<file path="src/rtl/mod_updown_counter_if.sv">
// rtl/mod_updown_counter_if.sv - control/status bundle for mod_updown_counter
interface mod_updown_counter_if #(
   parameter int WIDTH = 4
);
   logic             en;
   logic             select;
   logic             clr;
   logic             load;
   logic [WIDTH-1:0] load_val;
   logic [WIDTH-1:0] count;
   logic             tc;
   logic             ovf;

   modport master (
      output en, select, clr, load, load_val,
      input  count, tc, ovf
   );

   modport slave (
      input  en, select, clr, load, load_val,
      output count, tc, ovf
   );
endinterface

</file>
<file path="src/rtl/mod_updown_counter.sv">
// rtl/mod_updown_counter.sv - up/down counter with modulus, prescaler, wrap/saturate, tc and sticky ovf
module mod_updown_counter #(
   parameter int WIDTH    = 4,
   parameter int MAX_VAL  = 2**WIDTH - 1,
   parameter int PRESCALE = 1,
   parameter int SATURATE = 0
) (
   input  logic               clk,
   input  logic               rst,
   mod_updown_counter_if.slave bus
);

   // Prescaler needs at least one bit even when PRESCALE=1 (it then stays 0).
   localparam int               PW      = (PRESCALE > 1) ? $clog2(PRESCALE) : 1;
   localparam logic [WIDTH-1:0] MAX_V   = WIDTH'(MAX_VAL);
   localparam logic [PW-1:0]    PRE_TOP = PW'(PRESCALE - 1);

   logic [WIDTH-1:0] count_q, count_d;
   logic [PW-1:0]    pre_q, pre_d;
   logic             tc_q, tc_d;
   logic             ovf_q, ovf_d;
   logic             step;
   logic             at_bound;

   // Next-state: clr beats load beats step; tc is a one-cycle boundary marker.
   always_comb begin
      count_d  = count_q;
      pre_d    = pre_q;
      tc_d     = 1'b0;
      ovf_d    = ovf_q;
      step     = 1'b0;
      at_bound = 1'b0;
      if (bus.clr) begin
         count_d = '0;
         pre_d   = '0;
         ovf_d   = 1'b0;
      end else if (bus.load) begin
         count_d = (bus.load_val > MAX_V) ? MAX_V : bus.load_val;
         pre_d   = '0;
      end else if (bus.en) begin
         if (pre_q == PRE_TOP) begin
            pre_d = '0;
            step  = 1'b1;
         end else begin
            pre_d = pre_q + PW'(1);
         end
         if (step) begin
            if (bus.select) begin
               at_bound = (count_q == MAX_V);
               if (!at_bound)
                  count_d = count_q + WIDTH'(1);
               else if (SATURATE == 0)
                  count_d = '0;
            end else begin
               at_bound = (count_q == '0);
               if (!at_bound)
                  count_d = count_q - WIDTH'(1);
               else if (SATURATE == 0)
                  count_d = MAX_V;
            end
            if (at_bound) begin
               tc_d  = 1'b1;
               ovf_d = 1'b1;
            end
         end
      end
   end

   // State registers with asynchronous reset.
   always_ff @(posedge clk or posedge rst) begin
      if (rst) begin
         count_q <= '0;
         pre_q   <= '0;
         tc_q    <= 1'b0;
         ovf_q   <= 1'b0;
      end else begin
         count_q <= count_d;
         pre_q   <= pre_d;
         tc_q    <= tc_d;
         ovf_q   <= ovf_d;
      end
   end

   assign bus.count = count_q;
   assign bus.tc    = tc_q;
   assign bus.ovf   = ovf_q;

endmodule

</file>
<file path="src/flat_wrapper.sv">
// flat-port wrapper written by rule: the top's interface ports become plain ports
module mod_updown_counter_flat 
#(
   parameter int WIDTH    = 4,
   parameter int MAX_VAL  = 2**WIDTH - 1,
   parameter int PRESCALE = 1,
   parameter int SATURATE = 0
)
  (clk, rst, bus_en, bus_select, bus_clr, bus_load, bus_load_val, bus_count, bus_tc, bus_ovf);
  mod_updown_counter_if #(.WIDTH(WIDTH)) bus_i ();
  input  logic clk;
  input  logic rst;
  input wire logic [$bits(bus_i.en)-1:0] bus_en;
  input wire logic [$bits(bus_i.select)-1:0] bus_select;
  input wire logic [$bits(bus_i.clr)-1:0] bus_clr;
  input wire logic [$bits(bus_i.load)-1:0] bus_load;
  input wire logic [$bits(bus_i.load_val)-1:0] bus_load_val;
  output wire logic [$bits(bus_i.count)-1:0] bus_count;
  output wire logic [$bits(bus_i.tc)-1:0] bus_tc;
  output wire logic [$bits(bus_i.ovf)-1:0] bus_ovf;
  assign bus_i.en = bus_en;
  assign bus_i.select = bus_select;
  assign bus_i.clr = bus_clr;
  assign bus_i.load = bus_load;
  assign bus_i.load_val = bus_load_val;
  assign bus_count = bus_i.count;
  assign bus_tc = bus_i.tc;
  assign bus_ovf = bus_i.ovf;
  mod_updown_counter #(.WIDTH(WIDTH), .MAX_VAL(MAX_VAL), .PRESCALE(PRESCALE), .SATURATE(SATURATE)) u_core (.clk(clk), .rst(rst), .bus(bus_i));
endmodule
</file>
<file path="config.mk">
export PLATFORM = sky130hd
export DESIGN_NAME = mod_updown_counter_flat
export DESIGN_NICKNAME = d
export VERILOG_FILES = /design/src/rtl/mod_updown_counter_if.sv /design/src/rtl/mod_updown_counter.sv /design/src/flat_wrapper.sv
export SDC_FILE = /design/constraint.sdc
export NUM_CORES = 1
export LEC_CHECK = 0
export BUFFER_PORTS_ARGS = -buffer_cell sky130_fd_sc_hd__buf_4
export CORE_MARGIN = 2
export CORE_UTILIZATION = 30
export CTS_BUF_LIST = sky130_fd_sc_hd__clkbuf_2
export DETAILED_ROUTE_END_ITERATION = 8
export GPL_TIMING_DRIVEN = 0
export SLEW_MARGIN = 20
export SYNTH_ARGS = -nofsm -noshare
export SYNTH_HDL_FRONTEND = slang
export SYNTH_SLANG_ARGS = --single-unit
</file>
<file path="constraint.sdc">
create_clock -name clk -period 2.33 [get_ports clk]
set_input_delay 0.1165 -clock clk [delete_from_list [all_inputs] [get_ports clk]]
set_output_delay 0.1165 -clock clk [all_outputs]
set_load 0.05 [all_outputs]
</file>
==> results of run 1 <==
[worst max-delay path: cells and delay by family (launching register included)]
family	cells	cell delay (ns)
xor+xnor	1	0.17
mux	1	0.09
simple gates	1	0.14
flops	1	0.37
compound gates	1	0.15
buf+inv	2	0.35
fa+ha+maj	1	0.31
[per-stage QoR]
stage / instance area [µm²] / setup WS, ns
2_1_floorplan: 474 / 0.523
3_3_place_gp: 584 / 0.712
3_5_place_dp: 584 / 0.680
4_1_cts: 609 / 0.653
5_1_grt: 609 / 0.440
6_report: 609 / 0.689
[layout by cell type (no fill, tap or decap), drive strengths merged, types with 2 or more instances in the layout]
cell type	synthesis	layout
nor2b	3	3
dfrtp	6	6
nand2	4	4
ha	2	2
inv	6	6
nor3	4	4
nor2	2	2
and3	2	2
xnor2	2	2
o21ai	2	2
o31a	2	2
clkbuf	4	7
a21oi	4	4
buf	2	14
[metal layers]
metal | global-route usage, % | up-vias | wire, µm
met5 | 0 | - | 0
met4 | 5.45 | 0 | 14
met3 | 5.00 | 2 | 60
met2 | 19.7 | 13 | 468
met1 | 15.2 | 195 | 427
li1 | - | 235 | -
[flip-flops by register name, indices dropped and copies added (netlist names)]
| signal | flops |
|---|---|
| u_core.bus.ovf | 1 |
| u_core.bus.tc | 1 |
| u_core.bus.count | 4 |
[worst paths after layout]
check                      cells after the start             endpoint
setup / recovery                               7  u_core.bus.count[1]
hold / removal                                 2        u_core.bus.tc
setup reg to reg                               7  u_core.bus.count[1]
hold reg to reg                                2       u_core.bus.ovf
max in group asynchronous                      3  u_core.bus.count[1]
min in group asynchronous                      3        u_core.bus.tc
[power by group]
group,switching [µW],total [µW],internal (µW)
sequential,5.33,116,111
clock,38.2,73.1,34.9
combinational,69.6,119,49.8
[cell type report]
class | instances | area [µm²]
plain buffers | 6 | 31.3
clock buffers | 3 | 15.0
fillers | 151 | 880
inverters | 6 | 22.5
multi-input cells | 39 | 270
flip-flops and latches | 6 | 150
well taps | 16 | 20.0
repair buffers | 13 | 100
[cell families after synthesis]
logic type	after synthesis	synth area share, %
AND/OR/NAND/NOR	18	20.1
AO/OA/AOI/OAI	15	23.5
buffers and inverters	12	11.3
flip-flops	6	31.7
XOR/XNOR	2	3.69
multiplexers	2	4.49
adder cells (fa/ha/maj)	2	5.28
==> impl_metrics.json, run 1 <==
{
  "postRouteAntennaNets": 0,
  "yosys_warnings": 0,
  "ioPinCount": 16,
  "hold_path_class": "input pin to flop",
  "layout-drive-gt1-share_pct": 26.0,
  "core_area_um2": 1490,
  "cp-startpoint": "u_core.bus.count[0]",
  "cts_buffers": 3,
  "hold_violations": 0,
  "synth_nets": 69,
  "final.min_clock_period_ns": 1.64,
  "drc": 0,
  "insertion_delay_ns": 0.23,
  "relSlewSlack_pct": 74.9,
  "path_clk_slew_ns": 0.07,
  "finalWirelength_um": 971,
  "cts_tree": "done",
  "placed_cells": 85,
  "path_class": "flop to flop",
  "required_ns": 2.48,
  "worstMarginPinSlew_ns": 0.377,
  "vias": 445,
  "netlist.area_leader.share_pct": 31.7,
  "routedWlPerCell_um": 10.9,
  "critical_path.endpoint_type": "flop",
  "rsz0062_at_grt": "no",
  "grtUsageTotal_pct": 12.6,
  "via_per_inst": 5.00,
  "grt_pass1_wl_mm": 1.74,
  "cts_root_buf": "clkbuf_2",
  "synthTopCellsByCount": "6 x dfrtp_1, 6 x inv_1",
  "cts_hold_buffers": 1,
  "fin_setup_tns_ns": 0,
  "yosysSeqAreaShare_pct": 31.7,
  "dieArea_um2": 1910,
  "ys_ff_latch": 6,
  "hold_slack_ns": 0.0954,
  "syn-cell-area_um2": 474,
  "synthFlopType": "dfrtp_1",
  "hp-start": "bus_clr",
  "cts_resized": 0,
  "postCtsSetupBuffers": 0,
  "grt_max_degree": 11,
  "slew_viol_final": 0,
  "fp.dieW_um": 43.8,
  "layoutNonFillerInstCount": 89,
  "worstPathArrival_ns": 1.79,
  "synth_area_leaders": "dfrtp_1 32%, ha_1 5.3%, inv_1 4.7%",
  "die_y_um": 43.8,
  "rrSetupSlack_ns": 0.69,
  "cp_max_fo": 8,
  "synthCells": 57,
  "period_share_pct": 70.4,
  "ir_drop_v": 0.000325,
  "firstDrtPassIters": 4,
  "synth_edf_count": 0,
  "reg2reg_from": "u_core.bus.count[0]",
  "nets": 87,
  "grt_pass1_vias": 414,
  "area.growth.synth_to_final_pct": 28.5,
  "fin_skew_ns": 0.0110,
  "synth.distinct_cells": 27,
  "fin_util_pct": 40.9,
  "hpwl_um": 733,
  "critPathSlowestCell": "dfrtp_1",
  "crit_path_start_kind": "flop",
  "finalSetupViolCount": 0,
  "power.total_uw": 309,
  "grt_antenna_before_repair": 0,
  "crit_chain": "clkbuf_1, inv_1, ha_1, xnor2_1, mux2i_1, o21ai_0, nor2b_1",
  "clkSinkCount": 6,
  "fmax_ghz": 0.609,
  "clockBufferDepth": 2,
  "status": "finished, final reports clean",
  "p_leak_uw": 0.000296,
  "place_congestion": 0.740,
  "num_rows": 14,
  "cap_violations": 0,
  "synth_top_area_cell": "dfrtp_1",
  "htree_levels": 1,
  "p_per_area_nw_per_um2": 507,
  "start_util_pct": 31.8,
  "dr.first_iter.drc_count": 8,
  "overflow": 0,
  "portBuffers": 12,
  "antenna_cells": 0,
  "synth_area_per_cell_um2": 8.32,
  "max_stage_delay_ns": 0.37,
  "async_reset_ff_share_pct": 100
}
No activity file was read; power rests on OpenSTA's default activity.
==> inputs of run 2 (changes only) <==
--- a/config.mk
+++ b/config.mk
@@ -5,6 +5,7 @@
 export SDC_FILE = /design/constraint.sdc
 export NUM_CORES = 1
 export LEC_CHECK = 0
+export ABC_AREA = 1
 export BUFFER_PORTS_ARGS = -buffer_cell sky130_fd_sc_hd__buf_4
 export CORE_MARGIN = 2
 export CORE_UTILIZATION = 30
==> constraint.sdc (replaced) <==
create_clock -name clk -period 1.62 [get_ports clk]
set_input_delay 0.081 -clock clk [delete_from_list [all_inputs] [get_ports clk]]
set_output_delay 0.081 -clock clk [all_outputs]
set_load 0.05 [all_outputs]
==> run 2 against run 1 <==
Effect of this change: final cell count is 22% higher; total power increased by 52%; highest routed layer unchanged; synthesized cell count is 28% higher; die area down 4.3%; sequential power increased by 54%; wire length is 5.6% higher; register-to-register slack got worse by 0.41 ns; first-iteration DRC count fell by 50%; non-clock buffer count is 3 lower; worst setup slack got worse by 0.41 ns; sequential share of layout area barely moved.
==> impl_metrics.json, run 2 <==
{
  "synthCells": 73,
  "worstMarginPinSlew_ns": 0.286,
  "cp_max_fo": 6,
  "relSlewSlack_pct": 80.9,
  "required_ns": 1.73,
  "synth_edf_count": 0,
  "p_sw_uw": 181,
  "final_common_cell": "nand2_1",
  "dieArea_um2": 1830,
  "clockBufferDepth": 2,
  "worstPathArrival_ns": 1.45,
  "insertion_delay_ns": 0.23,
  "max_stage_delay_ns": 0.44,
  "grtUsageTotal_pct": 13.2,
  "firstDrtPassIters": 4,
  "path_clk_slew_ns": 0.07,
  "vias": 490,
  "fmax_ghz": 0.746,
  "cts_resized": 0,
  "postRouteAntennaNets": 0,
  "ir_drop_v": 0.000404,
  "holdPathStages": 3,
  "routedWlPerCell_um": 9.40,
  "power_frac_seq_pct": 38.1,
  "overflow": 0,
  "ioPinCount": 16,
  "drc": 0,
  "grt_max_degree": 9,
  "status": "finished, final reports clean",
  "largest_reg_flops": 4,
  "portBuffers": 15,
  "start_util_pct": 31.1,
  "syn-cell-area_um2": 452,
  "synthFlopType": "dfrtp_1",
  "cts_tree": "done",
  "path_class": "flop to flop",
  "critical_path.endpoint_type": "flop",
  "synth.distinct_cells": 15,
  "netlist.area_leader.share_pct": 33.2,
  "area.growth.synth_to_final_pct": 36.3,
  "clkPwrFrac_pct": 27.0,
  "core_area_um2": 1450,
  "p_leak_uw": 0.000376,
  "period_share_pct": 82.7,
  "slew_viol_final": 0,
  "grt_pass1_wl_mm": 1.84,
  "placed_cells": 104,
  "antenna_cells": 0,
  "finalSetupViolCount": 0,
  "place_congestion": 0.735,
  "yosysSeqAreaShare_pct": 33.2,
  "layout_common_cells": "30 x nand2_1, 15 x buf_4, 12 x inv_1, 7 x nor2_1, 5 x dfrtp_1",
  "cts_root_buf": "clkbuf_2",
  "rsz0062_at_grt": "no",
  "clkSinkCount": 6,
  "p_int_uw": 288,
  "yosysMostFrequentCell": "nand2_1",
  "nets": 106,
  "fin_setup_tns_ns": 0,
  "cap_violations": 0,
  "die_y_um": 42.8,
  "p_per_area_nw_per_um2": 761,
  "yosys_warnings": 0,
  "critPathSlowestCell": "dfrtp_2",
  "comb_power_share_pct": 34.9,
  "swShare_pct": 38.6,
  "dr.first_iter.drc_count": 4,
  "crit_chain": "inv_1, ha_1, a21oi_1, o21ai_0, o211ai_1, o21ai_1",
  "cts_buffers": 3,
  "fin_skew_ns": 0.000836,
  "reg2reg_depth": 6,
  "ys_ff_latch": 6,
  "synth_area_per_cell_um2": 6.19,
  "hold_violations": 0,
  "hpwl_um": 836,
  "layout-drive-gt1-share_pct": 24.7,
  "grt_antenna_before_repair": 0,
  "synth_nets": 85,
  "async_reset_ff_share_pct": 100,
  "fp.dieW_um": 42.8,
  "layoutNonFillerInstCount": 109,
  "via_per_inst": 4.50,
  "htree_levels": 1,
  "synth_area_leaders": "dfrtp_1 33%, nand2_1 25%, inv_1 10%",
  "grt_pass1_vias": 460,
  "synth_top_area_cell": "dfrtp_1",
  "synthTopCellsByCount": "30 x nand2_1, 12 x inv_1, 7 x nor2_1, 6 x dfrtp_1",
  "crit_path_start_kind": "flop",
  "hold_path_class": "input pin to flop",
  "num_rows": 14,
  "final.min_clock_period_ns": 1.34,
  "finalWirelength_mm": 1.03
}
-- run 2: changes by cell type in the layout (fill, tap and decap cells not counted), sizes merged, moves of 4 or more --
cell / previous run / this run
nor3: 4 / 0
inv: 6 / 12
nor2: 2 / 8
o21ai: 2 / 6
nand2: 4 / 30
-- run 2: critical path: cells and delay by family, from the launching register on --
family | cells | cell delay, ns
adder cells (fa/ha/maj) | 1 | 0.26
buffers and inverters | 1 | 0.15
AO/OA/AOI/OAI | 4 | 0.37
flip-flops | 1 | 0.44
-- run 2: stage by stage --
| step | power, µW | hold WS, ns | utilization [%] | setup slack [ns] | cell area (µm²) |
|---|---|---|---|---|---|
| global route | 505 | 0.109 | 42.3 | 0.132 | 616 |
| finish | 469 | 0.112 | 42.3 | 0.280 | 616 |
| CTS | 472 | 0.111 | 42.3 | 0.276 | 616 |
| floorplan | 289 | -0.128 | - | 0.0855 | 453 |
| global placement | 343 | 0.0113 | 40.3 | 0.299 | 586 |
| detailed placement | 345 | 0.0138 | 40.3 | 0.287 | 586 |
-- run 2: cells by family after synthesis --
group / share of synthesized area (%)
fa+ha+maj: 5.54
buf+inv: 11.1
simple gates: 36.6
flops: 33.2
compound gates: 13.6
-- run 2: what timing repair did --
action / in CTS / in global routing
hold buffers: 1 / 0
setup buffers: 0 / 0
endpoints found under the setup margin: 0 / 0
hold endpoints to repair: 6 / 0
-- run 2: power groups by stage --
stage	Clock, µW	Combinational [µW]	Sequential, µW
finish	127	163	179
global route	140	183	182
CTS	128	165	179
global placement	0	162	181
detailed placement	0	163	181
floorplan	0	71.5	217
-- run 2: layout make-up --
cell class                 instances  area [µm²]
sequential                         6         151
timing repair buffer              16         123
fill                             175         838
clock buffer                       4        20.0
multi-input combinational         54         251
tap                               16        20.0
inverter                          13        50.0
-- run 2: worst paths after layout --
check | from | to | slack [ns]
max | u_core.bus.count[0] | u_core.bus.count[1] | 0.28
min in group asynchronous | rst | u_core.bus.ovf | 0.32
max in group asynchronous | rst | u_core.bus.count[0] | 1.10
min reg2reg | u_core.bus.ovf | u_core.bus.ovf | 0.49
max reg2reg | u_core.bus.count[0] | u_core.bus.count[1] | 0.28
min | bus_load_val[1] | u_core.bus.count[1] | 0.11
-- run 2: routing by layer --
metal / vias to the layer above / share of wire, % / track usage [%]
met3: 2 / 7.6 / 2.98
met2: 17 / 43 / 20.6
met5: - / 0 / 0
met1: 206 / 48 / 17.4
li1: 265 / - / -
met4: 0 / 1.4 / 5.63
==> inputs of run 3 (changes only) <==
==> constraint.sdc (replaced) <==
create_clock -name clk -period 1.37 [get_ports clk]
set_input_delay 0.0685 -clock clk [delete_from_list [all_inputs] [get_ports clk]]
set_output_delay 0.0685 -clock clk [all_outputs]
set_load 0.05 [all_outputs]
==> run 3 against run 2 <==
Effect of this change: critical path depth stayed put; maximum frequency is 6.1% higher; global-route usage is 0.23 points higher; clock skew is 0.012 ns higher; utilization is 1.1 points higher; non-clock buffer count stayed put; clock-buffer cell count stayed put; highest routed layer is now met3.
==> impl_metrics.json, run 3 (synthesis results as in run 2) <==
{
  "grt_antenna_before_repair": 0,
  "path_clk_slew_ns": 0.07,
  "finalWirelength_mm": 1.01,
  "antenna_cells": 0,
  "core_area_um2": 1450,
  "required_ns": 1.48,
  "fin_util_pct": 43.5,
  "fp.dieW_um": 42.8,
  "dieArea_um2": 1830,
  "path_class": "flop to flop",
  "crit_path_start_kind": "flop",
  "cp_max_fo": 6,
  "postRouteAntennaNets": 0,
  "portBuffers": 15,
  "power.total_uw": 563,
  "fmax_ghz": 0.792,
  "start_util_pct": 31.1,
  "worstMarginPinSlew_ns": 0.255,
  "cts_buffers": 3,
  "insertion_delay_ns": 0.23,
  "finalSetupViolCount": 0,
  "layout-drive-gt1-share_pct": 29.0,
  "drc": 0,
  "grt_max_degree": 9,
  "firstDrtPassIters": 4,
  "hold_path_class": "input pin to flop",
  "grt_pass1_wl_mm": 1.84,
  "nets": 106,
  "layout_common_cells": "30 x nand2_1, 15 x buf_4, 10 x inv_1, 7 x nor2_1",
  "critical_path.endpoint_type": "flop",
  "hold_violations": 0,
  "cap_violations": 0,
  "status": "finished, final reports clean",
  "routedWlPerCell_um": 9.25,
  "p_leak_uw": 0.000375,
  "p_per_area_nw_per_um2": 892,
  "slew_viol_final": 0,
  "area.growth.synth_to_final_pct": 39.9,
  "place_congestion": 0.778,
  "via_per_inst": 4.59,
  "grt_pass1_vias": 452,
  "period_share_pct": 92.2,
  "die_y_um": 42.8,
  "fin_setup_tns_ns": 0,
  "largest_reg_flops": 4,
  "ioPinCount": 16,
  "num_rows": 14,
  "htree_levels": 1,
  "final.min_clock_period_ns": 1.26,
  "relSlewSlack_pct": 83.0,
  "cts_root_buf": "clkbuf_2",
  "ir_drop_v": 0.000667,
  "overflow": 0,
  "grtUsageTotal_pct": 13.4,
  "vias": 500,
  "rsz0062_at_grt": "no",
  "final_common_cell": "nand2_1",
  "hold_slack_ns": 0.112,
  "clkSinkCount": 6,
  "clockBufferDepth": 2,
  "fin_skew_ns": 0.0127,
  "postCtsSetupBuffers": 0,
  "hpwl_um": 812,
  "cts_tree": "done",
  "worstPathArrival_ns": 1.38,
  "dr.first_iter.drc_count": 6
}
run 3: cell counts in the layout (fill, tap and decap cells not counted):
Identical to the previous run, type by type.
run 3: routing by layer:
metal / track usage (%) / wire, µm / vias to the layer above
li1: - / - / 265
met1: 17.5 / 472 / 217
met2: 19.4 / 445 / 18
met3: 5.53 / 90 / 0
met4: 5.63 / 0 / 0
met5: 0 / 0 / -
run 3: cell type report:
class                           instances  area, µm²
Sequential cell                         6        153
Tap cell                               16       20.0
Clock buffer                            4       20.0
Timing Repair Buffer                   16        123
Inverter                               13       52.6
Multi-Input combinational cell         54        264
Fill cell                             178        822
run 3: path summary, 6_finish.rpt:
kind | start | to | slack [ns] | cells after the start
setup / recovery | u_core.bus.count[0] | u_core.bus.count[1] | 0.11 | 6
hold / removal | bus_load_val[1] | u_core.bus.count[1] | 0.11 | 3
setup reg to reg | u_core.bus.count[0] | u_core.bus.count[1] | 0.11 | 6
hold reg to reg | u_core.bus.ovf | u_core.bus.ovf | 0.49 | 2
max in group asynchronous | rst | u_core.bus.count[1] | 0.87 | 3
min in group asynchronous | rst | u_core.bus.count[3] | 0.30 | 3
run 3: what timing repair did:
| item | CTS | global route |
|---|---|---|
| hold buffers | 1 | 0 |
| gates resized for setup | 0 | 2 |
| hold endpoints to repair | 6 | 0 |
| setup endpoints to repair | 0 | 1 |
run 3: report_power, final:
| group | internal [µW] | switching (µW) | leakage [µW] | total [µW] |
|---|---|---|---|---|
| clock | 77.4 | 69.7 | 0.0000166 | 147 |
| combinational | 77.7 | 124 | 0.000282 | 202 |
| sequential | 191 | 22.8 | 0.0000765 | 214 |
run 3: stage by stage:
step,area (µm²),std cells,setup WS [ns]
5_1_grt,632,109,0.00865
2_1_floorplan,467,73,0.0215
4_1_cts,629,109,0.0665
3_5_place_dp,599,104,0.0865
3_3_place_gp,599,104,0.0963
6_report,632,109,0.107
run 3: critical path: stages (launching register included):
cell	delay [ns]
dfrtp_2	0.46
inv_4	0.10
ha_4	0.20
a21oi_1	0.11
o21ai_0	0.09
o211ai_1	0.08
o21ai_1	0.10
